===== config.mk =====
export PLATFORM = sky130hd
export DESIGN_NAME = pwm_sequencer
export DESIGN_NICKNAME = d
export VERILOG_FILES = /design/src/rtl/pwm_sequencer.sv
export SDC_FILE = /design/constraint.sdc
export NUM_CORES = 1
export LEC_CHECK = 0
export CORE_ASPECT_RATIO = 0.8
export CORE_MARGIN = 3
export CORE_UTILIZATION = 57
export DETAILED_ROUTE_END_ITERATION = 10
export PLACE_DENSITY = 0.94
export SLEW_MARGIN = 30
export SYNTH_ARGS = -nofsm -noshare
export SYNTH_HDL_FRONTEND = slang
export SYNTH_SLANG_ARGS = --single-unit

===== constraint.sdc =====
create_clock -name clk_i -period 4.18 [get_ports clk_i]
set_input_delay 0.418 -clock clk_i [delete_from_list [all_inputs] [get_ports clk_i]]
set_output_delay 0.418 -clock clk_i [all_outputs]
set_load 0.005 [all_outputs]

===== src/rtl/pwm_sequencer.sv =====
// Sequencer for the gate-driver PWM datapath: step prescaler, soft start/stop
// duty ramping with bounded slew, and a latched hard-fault shutdown.
module pwm_sequencer #(
    parameter int N          = 8,
    parameter int PRESCALE_W = 16,
    parameter int RAMP_W     = 16
) (
    input  logic                  clk_i,
    input  logic                  rst_ni,
    input  logic                  start_i,
    input  logic                  stop_i,
    input  logic                  fault_i,
    input  logic                  fault_clr_i,
    input  logic [N-1:0]          target_duty_i,
    input  logic [PRESCALE_W-1:0] prescale_i,
    input  logic [RAMP_W-1:0]     ramp_div_i,
    output logic                  pwm_ena_o,
    output logic                  pwm_step_o,
    output logic [N-1:0]          pwm_duty_o,
    output logic                  at_target_o,
    output logic                  faulted_o,
    output logic                  busy_o
);

    typedef enum logic [2:0] {
        IDLE,
        RAMP_UP,
        RUN,
        RAMP_DOWN,
        FAULT
    } state_e;

    state_e                state_q, state_d;
    logic [PRESCALE_W-1:0] presc_q, presc_d;
    logic [RAMP_W-1:0]     ramp_q, ramp_d;
    logic [N-1:0]          duty_d;
    logic [N-1:0]          toward;
    logic                  step_tick;
    logic                  ramp_tick;

    // Counters compare with >= so a period lowered mid-count wraps at once.
    always_comb begin
        step_tick = (presc_q >= prescale_i);
        presc_d   = step_tick ? '0 : presc_q + 1'b1;
        ramp_tick = step_tick && (ramp_q >= ramp_div_i);

        if (pwm_duty_o < target_duty_i)
            toward = pwm_duty_o + 1'b1;
        else if (pwm_duty_o > target_duty_i)
            toward = pwm_duty_o - 1'b1;
        else
            toward = pwm_duty_o;

        state_d = state_q;
        duty_d  = pwm_duty_o;

        if (fault_i) begin
            state_d = FAULT;
            duty_d  = '0;
        end else begin
            case (state_q)
                IDLE: begin
                    duty_d = '0;
                    if (start_i && !stop_i)
                        state_d = RAMP_UP;
                end
                RAMP_UP: begin
                    if (stop_i) begin
                        state_d = RAMP_DOWN;
                    end else if (pwm_duty_o == target_duty_i) begin
                        state_d = RUN;
                    end else if (ramp_tick) begin
                        duty_d = toward;
                        if (toward == target_duty_i)
                            state_d = RUN;
                    end
                end
                RUN: begin
                    if (stop_i)
                        state_d = RAMP_DOWN;
                    else if (ramp_tick)
                        duty_d = toward;
                end
                RAMP_DOWN: begin
                    if (start_i && !stop_i) begin
                        state_d = RAMP_UP;
                    end else if (pwm_duty_o == '0) begin
                        state_d = IDLE;
                    end else if (ramp_tick) begin
                        duty_d = pwm_duty_o - 1'b1;
                        if (duty_d == '0)
                            state_d = IDLE;
                    end
                end
                FAULT: begin
                    duty_d = '0;
                    if (fault_clr_i)
                        state_d = IDLE;
                end
                default: begin
                    state_d = IDLE;
                    duty_d  = '0;
                end
            endcase
        end

        // Every state change restarts the ramp divider so ramps begin on a clean period.
        if (state_d != state_q)
            ramp_d = '0;
        else if (ramp_tick)
            ramp_d = '0;
        else if (step_tick)
            ramp_d = ramp_q + 1'b1;
        else
            ramp_d = ramp_q;
    end

    always_ff @(posedge clk_i or negedge rst_ni) begin
        if (!rst_ni) begin
            state_q     <= IDLE;
            presc_q     <= '0;
            ramp_q      <= '0;
            pwm_ena_o   <= 1'b0;
            pwm_step_o  <= 1'b0;
            pwm_duty_o  <= '0;
            at_target_o <= 1'b0;
            faulted_o   <= 1'b0;
            busy_o      <= 1'b0;
        end else begin
            state_q     <= state_d;
            presc_q     <= presc_d;
            ramp_q      <= ramp_d;
            pwm_step_o  <= step_tick;
            pwm_duty_o  <= duty_d;
            pwm_ena_o   <= (state_d == RAMP_UP) || (state_d == RUN) || (state_d == RAMP_DOWN);
            busy_o      <= (state_d == RAMP_UP) || (state_d == RAMP_DOWN);
            faulted_o   <= (state_d == FAULT);
            at_target_o <= (state_d == RUN) && (duty_d == target_duty_i);
        end
    end

endmodule


==> results.md <==
- Register area share after synthesis: 26.4%
- Worst hold path class: input pin to async pin
- Total gr overflow: 0
- Final period util: 94.9%
- Initial antenna violation count: 0
- Critical Path AT: 4210 ps
- # DRC: 0
- Post-synth EDFFs: 0
- Clock power share: 31.1%
- CTS Sinks: 48
- Proportion of layout cells with a drive suffix above 1: 13.0%
- Synthesized Nets: 656
- Combinational share of power: 26.2%
- TritonCTS clock tree: yes
- # rows: 28
- IO Count: 59
- H-tree lvl count: 2
- Status: complete, no violations
- Reg power frac: 42.7%
- Die Width: 106 um
- Routed WL: 15300 um
- Cts bufs inserted: 5
- Avg Inst Size Synth: 8.06 sq um
- Net Sw Frac: 31.1%
- Largest net degree at the start of global routing: 49
- Flops & latches, synth: 48
- Minimum clock period: 3970 ps
- Crit path launch type: input pin
- Antenna cells: 0
- Fin. max-slew vios: 0
- Worst reg-to-reg path cell count: 12
- # hold bufs at CTS: 0
- Clock skew: 14.4 ps
- Vias in the first global route: 4961
- Post-Place Cells: 758
- Reg clk slew, reported paths: 100 ps
- Non-filler cells, final: 766
- Max-cap viol count: 0
- Routed vias: 5071
- Final hold viol count: 0
- Area leader, netlist: dfrtp_1
- Power Internal: 921 uW
- Synth cell types: 73
- Tot GR Track Use: 34.0%
- Area growth syn-to-layout: 25.9%
- Commonest non-fill, non-tap cells in the layout: nor2_1 (57), clkdlybuf4s50_1 (57), inv_1 (54)
- Crit. End Element: flop
- Starting density of the core: 60.1%
- Leak: 2.67 nW
- Post-synth ARST share: 100%
- Initial DRC count: 716
- Drt pass-1 iters: 7
- Avg WL per Cell: 20.0 um
- Worst setup path class: input pin to flop
- Worst-path maximum fanout: 5
- Nets@finish: 752
- Max Buffers Root-to-Sink: 2
- Worst Path Required: 4420 ps
- CTS root buf: clkbuf_8
- Die H: 85.9 um
- Switch Pwr: 416 uW
- Worst r2r src: pwm_duty_o[2]$_DFF_PN0_
- Synth top area share: 26.4%
- Via density: 6.62
- HPWL Detailed: 12100 um
- Placer Congestion: 1.06
- VDD IR max: 0.180 mV
- Final setup violating endpoints: 0
- Slew @ Worst Pin: 925 ps
- Fmax achieved: 252 MHz
- Fin util: 75.7%
- Syn Inst Count: 564
- Synth Cell Area: 0.00455 sq mm
- P per Cell Area: 233 mW/mm^2
- # fillers: 538
- Critical R2R Capture: at_target_o$_DFF_PN0_
- Ys flop type: dfrtp_1
- Clk_lat worst skew: 310 ps
- Worst slew margin: 37.8%
- Remaining antenna violation count: 0
- IO Port Bufs: 58
- Die area: 0.00909 sq mm
- CORE AREA: 0.00757 sq mm
- # Post-CTS Setup Buffers: 0
- RSZ-0062 raised after global routing: no
- Largest cells by area after synthesis: dfrtp_1 (26%), ha_1 (13%), nor2_1 (4.7%)
- First-pass GRT wire length: 24700 um
- Synth Warn #: 0
- R2R Setup Slk: 350 ps
-- area by class of cell --
| cell class | count | area (sq um) | area share, % |
|---|---|---|---|
| Multi-Input combinational cell | 441 | 3060 | 53.4 |
| Tap cell | 105 | 131 | 2.29 |
| Clock buffer | 5 | 68.8 | 1.20 |
| Clock inverter | 3 | 68.8 | 1.20 |
| Inverter | 54 | 203 | 3.54 |
| Timing Repair Buffer | 110 | 993 | 17.3 |
| Sequential cell | 48 | 1200 | 21.0 |
-- how the worst max path moves through the flow --
stage	startpoint	endpoint	slack [ps]
floorplan	target_duty_i[1]	ramp_q[6]$_DFFE_PN0P_	700
global placement	target_duty_i[5]	at_target_o$_DFF_PN0_	220
detailed placement	ramp_div_i[10]	at_target_o$_DFF_PN0_	-40
CTS	ramp_div_i[10]	at_target_o$_DFF_PN0_	260
global route	target_duty_i[5]	at_target_o$_DFF_PN0_	10
finish	target_duty_i[5]	at_target_o$_DFF_PN0_	210
-- critical path, stage by stage --
cell	delay, ps
clkdlybuf4s50_1	470
inv_1	120
ha_1	330
a21oi_1	290
o21a_1	260
a31oi_1	190
a31o_2	260
a221oi_1	300
o2111ai_1	230
nor4_2	370
o21ai_0	280
a2111oi_1	450
and4bb_1	240
-- per-layer routing --
metal  up-vias  global-route usage (%)  wire, um
met3        72                    10.5      2180
met1      2348                    46.2      6190
met4         2                    11.3       453
met5         -                       0        23
li1       2260                       -         -
met2       389                    52.0      6450
-- power groups by stage --
stage | clock (mW) | sequential (mW) | combinational, mW
3_3_place_gp | 0 | 0.573 | 0.320
2_1_floorplan | 0 | 0.559 | 0.203
6_report | 0.416 | 0.571 | 0.351
3_5_place_dp | 0 | 0.576 | 0.346
5_1_grt | 0.438 | 0.579 | 0.387
4_1_cts | 0.415 | 0.568 | 0.348
-- per-stage QoR --
stage / setup slack (ps) / power [mW] / hold WS, ps / area (sq um) / setup TNS, ps
after floorplan: 699 / 0.762 / 122 / 4550 / 0
after global placement: 222 / 0.894 / 512 / 5580 / 0
after detailed placement: -40.8 / 0.922 / 468 / 5580 / -40.8
after CTS: 258 / 1.33 / 126 / 5720 / 0
after global routing: 11.3 / 1.40 / 143 / 5730 / 0
final: 212 / 1.34 / 97.4 / 5730 / 0
-- cell families after synthesis --
logic type | synth area share [%]
simple gates | 23.7
compound gates | 23.4
buf+inv | 6.46
flops | 26.4
fa+ha+maj | 12.7
xor+xnor | 6.91
mux | 0.468
-- timing repair --
| item | in CTS | in global routing |
|---|---|---|
| gates resized for setup | 0 | 2 |
| hold endpoints to repair | 0 | 0 |
| setup endpoints to repair | 0 | 1 |
-- sequential cells by signal, indices dropped and copies added, names as in the netlist, 3 cells and up --
| register | count |
|---|---|
| ramp_q | 16 |
| pwm_duty_o | 8 |
| state_q | 3 |
| presc_q | 16 |
-- synth_stat cells, drive strengths merged, types with 15 or more instances --
library cell	count
nor3	20
inv	54
o21ai	24
xor2	16
a21oi	37
and3	17
clkbuf	15
nand2	36
dfrtp	48
nand3	24
nor2	57
ha	46
nor4	15
xnor2	19
Power figures use the tool's default switching activity.
==> patch 1 (same settings) <==
Re-encode `state_e` (5 states) as Gray code, 3 bits wide.
--- a/src/rtl/pwm_sequencer.sv
+++ b/src/rtl/pwm_sequencer.sv
@@ -24,9 +24,9 @@
 
     typedef enum logic [2:0] {
-        IDLE,
-        RAMP_UP,
-        RUN,
-        RAMP_DOWN,
-        FAULT
+        IDLE      = 3'b000,
+        RAMP_UP   = 3'b001,
+        RUN       = 3'b011,
+        RAMP_DOWN = 3'b010,
+        FAULT     = 3'b110
     } state_e;
 
Behaviour: same outputs for any inputs over 4 cycles, from zero or initial values and one cycle with rst_ni low; so few cycles prove little.
==> patch 1 against the original RTL <==
Sequential cell count stayed put. Combinational power is 8.5% lower. Power shrank 8.4%. Sequential power about the same. Global-route usage down 5.4 points. Setup slack improved by 0.15 ns. Non-clock buffer count shrank 35. Count of clock-buffer cells in the layout rose by 1. Sequential share of layout area grew 2.5 points. Wire length decreased by 20%. Clock skew down 0.0055 ns. Fmax is 3.9% higher. Area after synthesis is 6.2% lower. Design area shrank 11%. Critical endpoint unchanged. Highest routed layer is now met4.
==> patch 1: results (changes against the original RTL) <==
status -> finished clean
inverters -> 48 (-11%)
slowest stage cell on the critical path -> o2bb2ai_2
clock buffer count -> 6 (+1)
DRT iter0 DRCs -> 342 (-52%)
Syn Nets -> 589 (-10%)
Post-Route WL -> 12.3 mm (-20%)
Placed Cells -> 647 (-15%)
HPWL after DPL -> 9.84 mm (-19%)
total leakage power -> 2.44 nW (-8.7%)
First-pass DRT Iterations -> 6 (-1)
slowest cell delay on critical path -> 0.54 ns (+0.07 ns)
vias in the first global route -> 3963 (-20%)
reg-to-reg setup timing slack -> 0.53 ns (+0.18 ns)
met2 Usage GRT -> 43.1% (-8.9 points)
multi-input gates -> 389 (-12%)
fraction of standard cell area in multi-input logic -> 55.0% (+1.5 points)
VDD IR max -> 0.231 mV (+28%)
Routed met2 length -> 5.51 mm (-15%)
worst hold margin -> 0.130 ns (+0.0326 ns)
DR top layer -> met4
first-pass GRT wire length -> 19.5 mm (-21%)
routability cong. -> 1.12 (+5.4%)
Clock Skew -> 0.00890 ns (-0.00548 ns)
Max transition margin -> 48.8% (+11 points)
CP arrival -> 4.05 ns (-0.16 ns)
buffers outside the clock class -> 75 (-32%)
==> patch 1: cell types whose count changed in the layout (fill, tap and decap cells not counted), moves of 4 or more <==
cell     delta
a21oi_1     -9
a22oi_1     -4
buf_4      -33
inv_1       -6
nor2_1      -4
nor3_1      -5
nor4_1      -8
nor4_2      -5
o21ai_0     -9
or3_1       -4
xnor2_1     +4
xor2_1     +11
==> patch 1: power by group <==
part	internal, mW	switching, mW
combinational	0.159	0.161
clock	0.178	0.157
sequential	0.510	0.0596
total	0.847	0.378
==> patch 1: cells by family (layout without fill, tap and decap cells) <==
| family | count (synthesis) | in the layout | synth area share, % |
|---|---|---|---|
| AO/OA/AOI/OAI | 113 | 113 | 20.7 |
| XOR/XNOR | 49 | 49 | 10.1 |
| adder cells (fa/ha/maj) | 46 | 46 | 13.5 |
| buffers and inverters | 60 | 131 | 5.95 |
| flip-flops | 48 | 48 | 28.1 |
| multiplexers | 3 | 3 | 0.704 |
| AND/OR/NAND/NOR | 178 | 178 | 20.9 |
==> patch 2 (config.mk and constraints unchanged) <==
Without the edit above. `RAMP_W`: 16 -> 20.
--- a/src/rtl/pwm_sequencer.sv
+++ b/src/rtl/pwm_sequencer.sv
@@ -4,5 +4,5 @@
     parameter int N          = 8,
     parameter int PRESCALE_W = 16,
-    parameter int RAMP_W     = 16
+    parameter int RAMP_W     = 20
 ) (
     input  logic                  clk_i,
Ports: changed (resized ramp_div_i); port bits go from 59 to 63. The function was not compared with the original's and may differ.
==> patch 2 against the original RTL <==
Wire length decreased by 15%. Design area down 2.2%. Highest routed layer is now met4. Critical path depth unchanged. Register-to-register slack improved by 0.23 ns. Sequential cell count is 4 higher. Count of clock-buffer cells in the layout rose by 1. Area after synthesis up 5.2%. Combinational power about the same. Setup slack better by 0.16 ns. Power decreased by 5.0%.
==> patch 2: results (changes against the original RTL) <==
I/O Buffers -> 62 (+6.9%)
post-CTS resize count -> 0 (unchanged)
slowest cell delay on critical path -> 0.52 ns (+0.05 ns)
root buf cell -> clkbuf_8
routability cong. -> 1.00 (-5.6%)
Clock Path Buffers -> 2 (unchanged)
Main synth FF type -> dfrtp_1
CP arrival -> 4.01 ns (-0.20 ns)
crit path launch -> ramp_div_i[13]
antenna violations before repair -> 0 (unchanged)
via count -> 4535 (-11%)
total leakage power -> 2.48 nW (-7.1%)
fillers -> 642 (+19%)
R2R depth -> 11 (-1)
Util after Layout -> 69.5% (-6.1 points)
reg-to-reg setup timing slack -> 0.58 ns (+0.23 ns)
HPWL after DPL -> 9.97 mm (-18%)
count of cell types in the netlist -> 74 (+1.4%)
Nets -> 713 (-5.2%)
CTS H-Tree Depth -> 2 (unchanged)
First-pass DRT Iterations -> 5 (-2)
All-Layer GR Usage -> 28.2% (-5.8 points)
DRT iter0 DRCs -> 463 (-35%)
Yosys Warn Count -> 0 (unchanged)
pin count of the biggest net entering global routing -> 53 (+8.2%)
vias per inst -> 6.28 (-5.1%)
first-pass GRT wire length -> 21.6 mm (-13%)
sequential area share after synthesis -> 27.2% (+0.79 points)
Final WS setup -> 0.373 ns (+0.161 ns)
Synth top cells by count -> inv_1 (53), dfrtp_1 (52), ha_1 (50)
CTS buffer count -> 5 (unchanged)
VDD IR max -> 0.172 mV (-4.4%)
Top Registers -> ramp_q (20), presc_q (16), pwm_duty_o (8)
Sw Ratio -> 33.9% (+2.7 points)
ys async rst share -> 100% (unchanged)
Syn Nets -> 653 (-0.46%)
top cells by area, synth -> dfrtp_1 (27%), ha_1 (13%), xnor2_1 (4.2%), inv_1 (4.2%), xor2_1 (4.0%)
Clock Skew -> 0.00661 ns (-0.00778 ns)
status -> finished clean
clk_lat worst skew -> 0.31 ns (about the same)
Setup Buffers After CTS -> 0 (unchanged)
slowest stage cell on the critical path -> a2111oi_0
total placed instance area -> 5520 µm² (-1.2%)
DR WL/cell -> 18.0 µm (-10%)
CTS clk-pin slew, worst paths -> 0.10 ns (about the same)
CP endpoint -> at_target_o
Hold Crit Class -> in2async
critical path fanouts, max -> 6 (+1)
vias in the first global route -> 4436 (-11%)
number of diodes -> 0 (unchanged)
Max transition margin -> 48.3% (+10 points)
Mapped Cells -> 553 (-2.0%)
layout cells sized above 1 -> 10.9% (-2.1 points)
worst hold margin -> 0.218 ns (+0.121 ns)
worst r2r src -> ramp_q[13]
pre-CTS setup slack -> 0.114 ns (+0.155 ns)
[patch 2: worst max-delay path: cells and delay by family]
kind                     cells  cell delay, ns
XOR/XNOR                     1            0.17
AO/OA/AOI/OAI                7            2.13
AND/OR/NAND/NOR              2            0.48
buffers and inverters        2            0.50
adder cells (fa/ha/maj)      1            0.30
[patch 2: power groups by stage]
stage	clock [mW]	combinational [mW]	sequential (mW)
4_1_cts	0.304	0.352	0.618
3_5_place_dp	0	0.350	0.628
5_1_grt	0.318	0.396	0.630
6_report	0.300	0.350	0.620
3_3_place_gp	0	0.326	0.623
2_1_floorplan	0	0.225	0.608
[patch 2: kinds of logic (layout without fill, tap and decap cells)]
group / after synthesis / count (layout) / share of synthesized area, %
AND/OR/NAND/NOR: 194 / 194 / 22.7
AO/OA/AOI/OAI: 133 / 133 / 20.9
buffers and inverters: 75 / 136 / 6.88
flip-flops: 52 / 52 / 27.2
adder cells (fa/ha/maj): 50 / 50 / 13.1
XOR/XNOR: 46 / 46 / 8.58
multiplexers: 3 / 3 / 0.628
[patch 2: per-layer routing]
| metal | wire length [µm] | track usage (%) | part of all wire [%] |
|---|---|---|---|
| met3 | 1140 | 4.27 | 8.8 |
| met5 | 0 | 0 | 0 |
| met4 | 178 | 7.34 | 1.4 |
| met2 | 5980 | 44.8 | 46 |
| met1 | 5690 | 40.6 | 44 |
[patch 2: area by class of cell]
type / count / area share [%]
clock buffers: 6 / 1.30
clock inverters: 2 / 0.246
inverters: 53 / 3.55
multi-input cells: 426 / 56.3
flip-flops and latches: 52 / 23.2
well taps: 108 / 2.41
repair buffers: 75 / 13.0
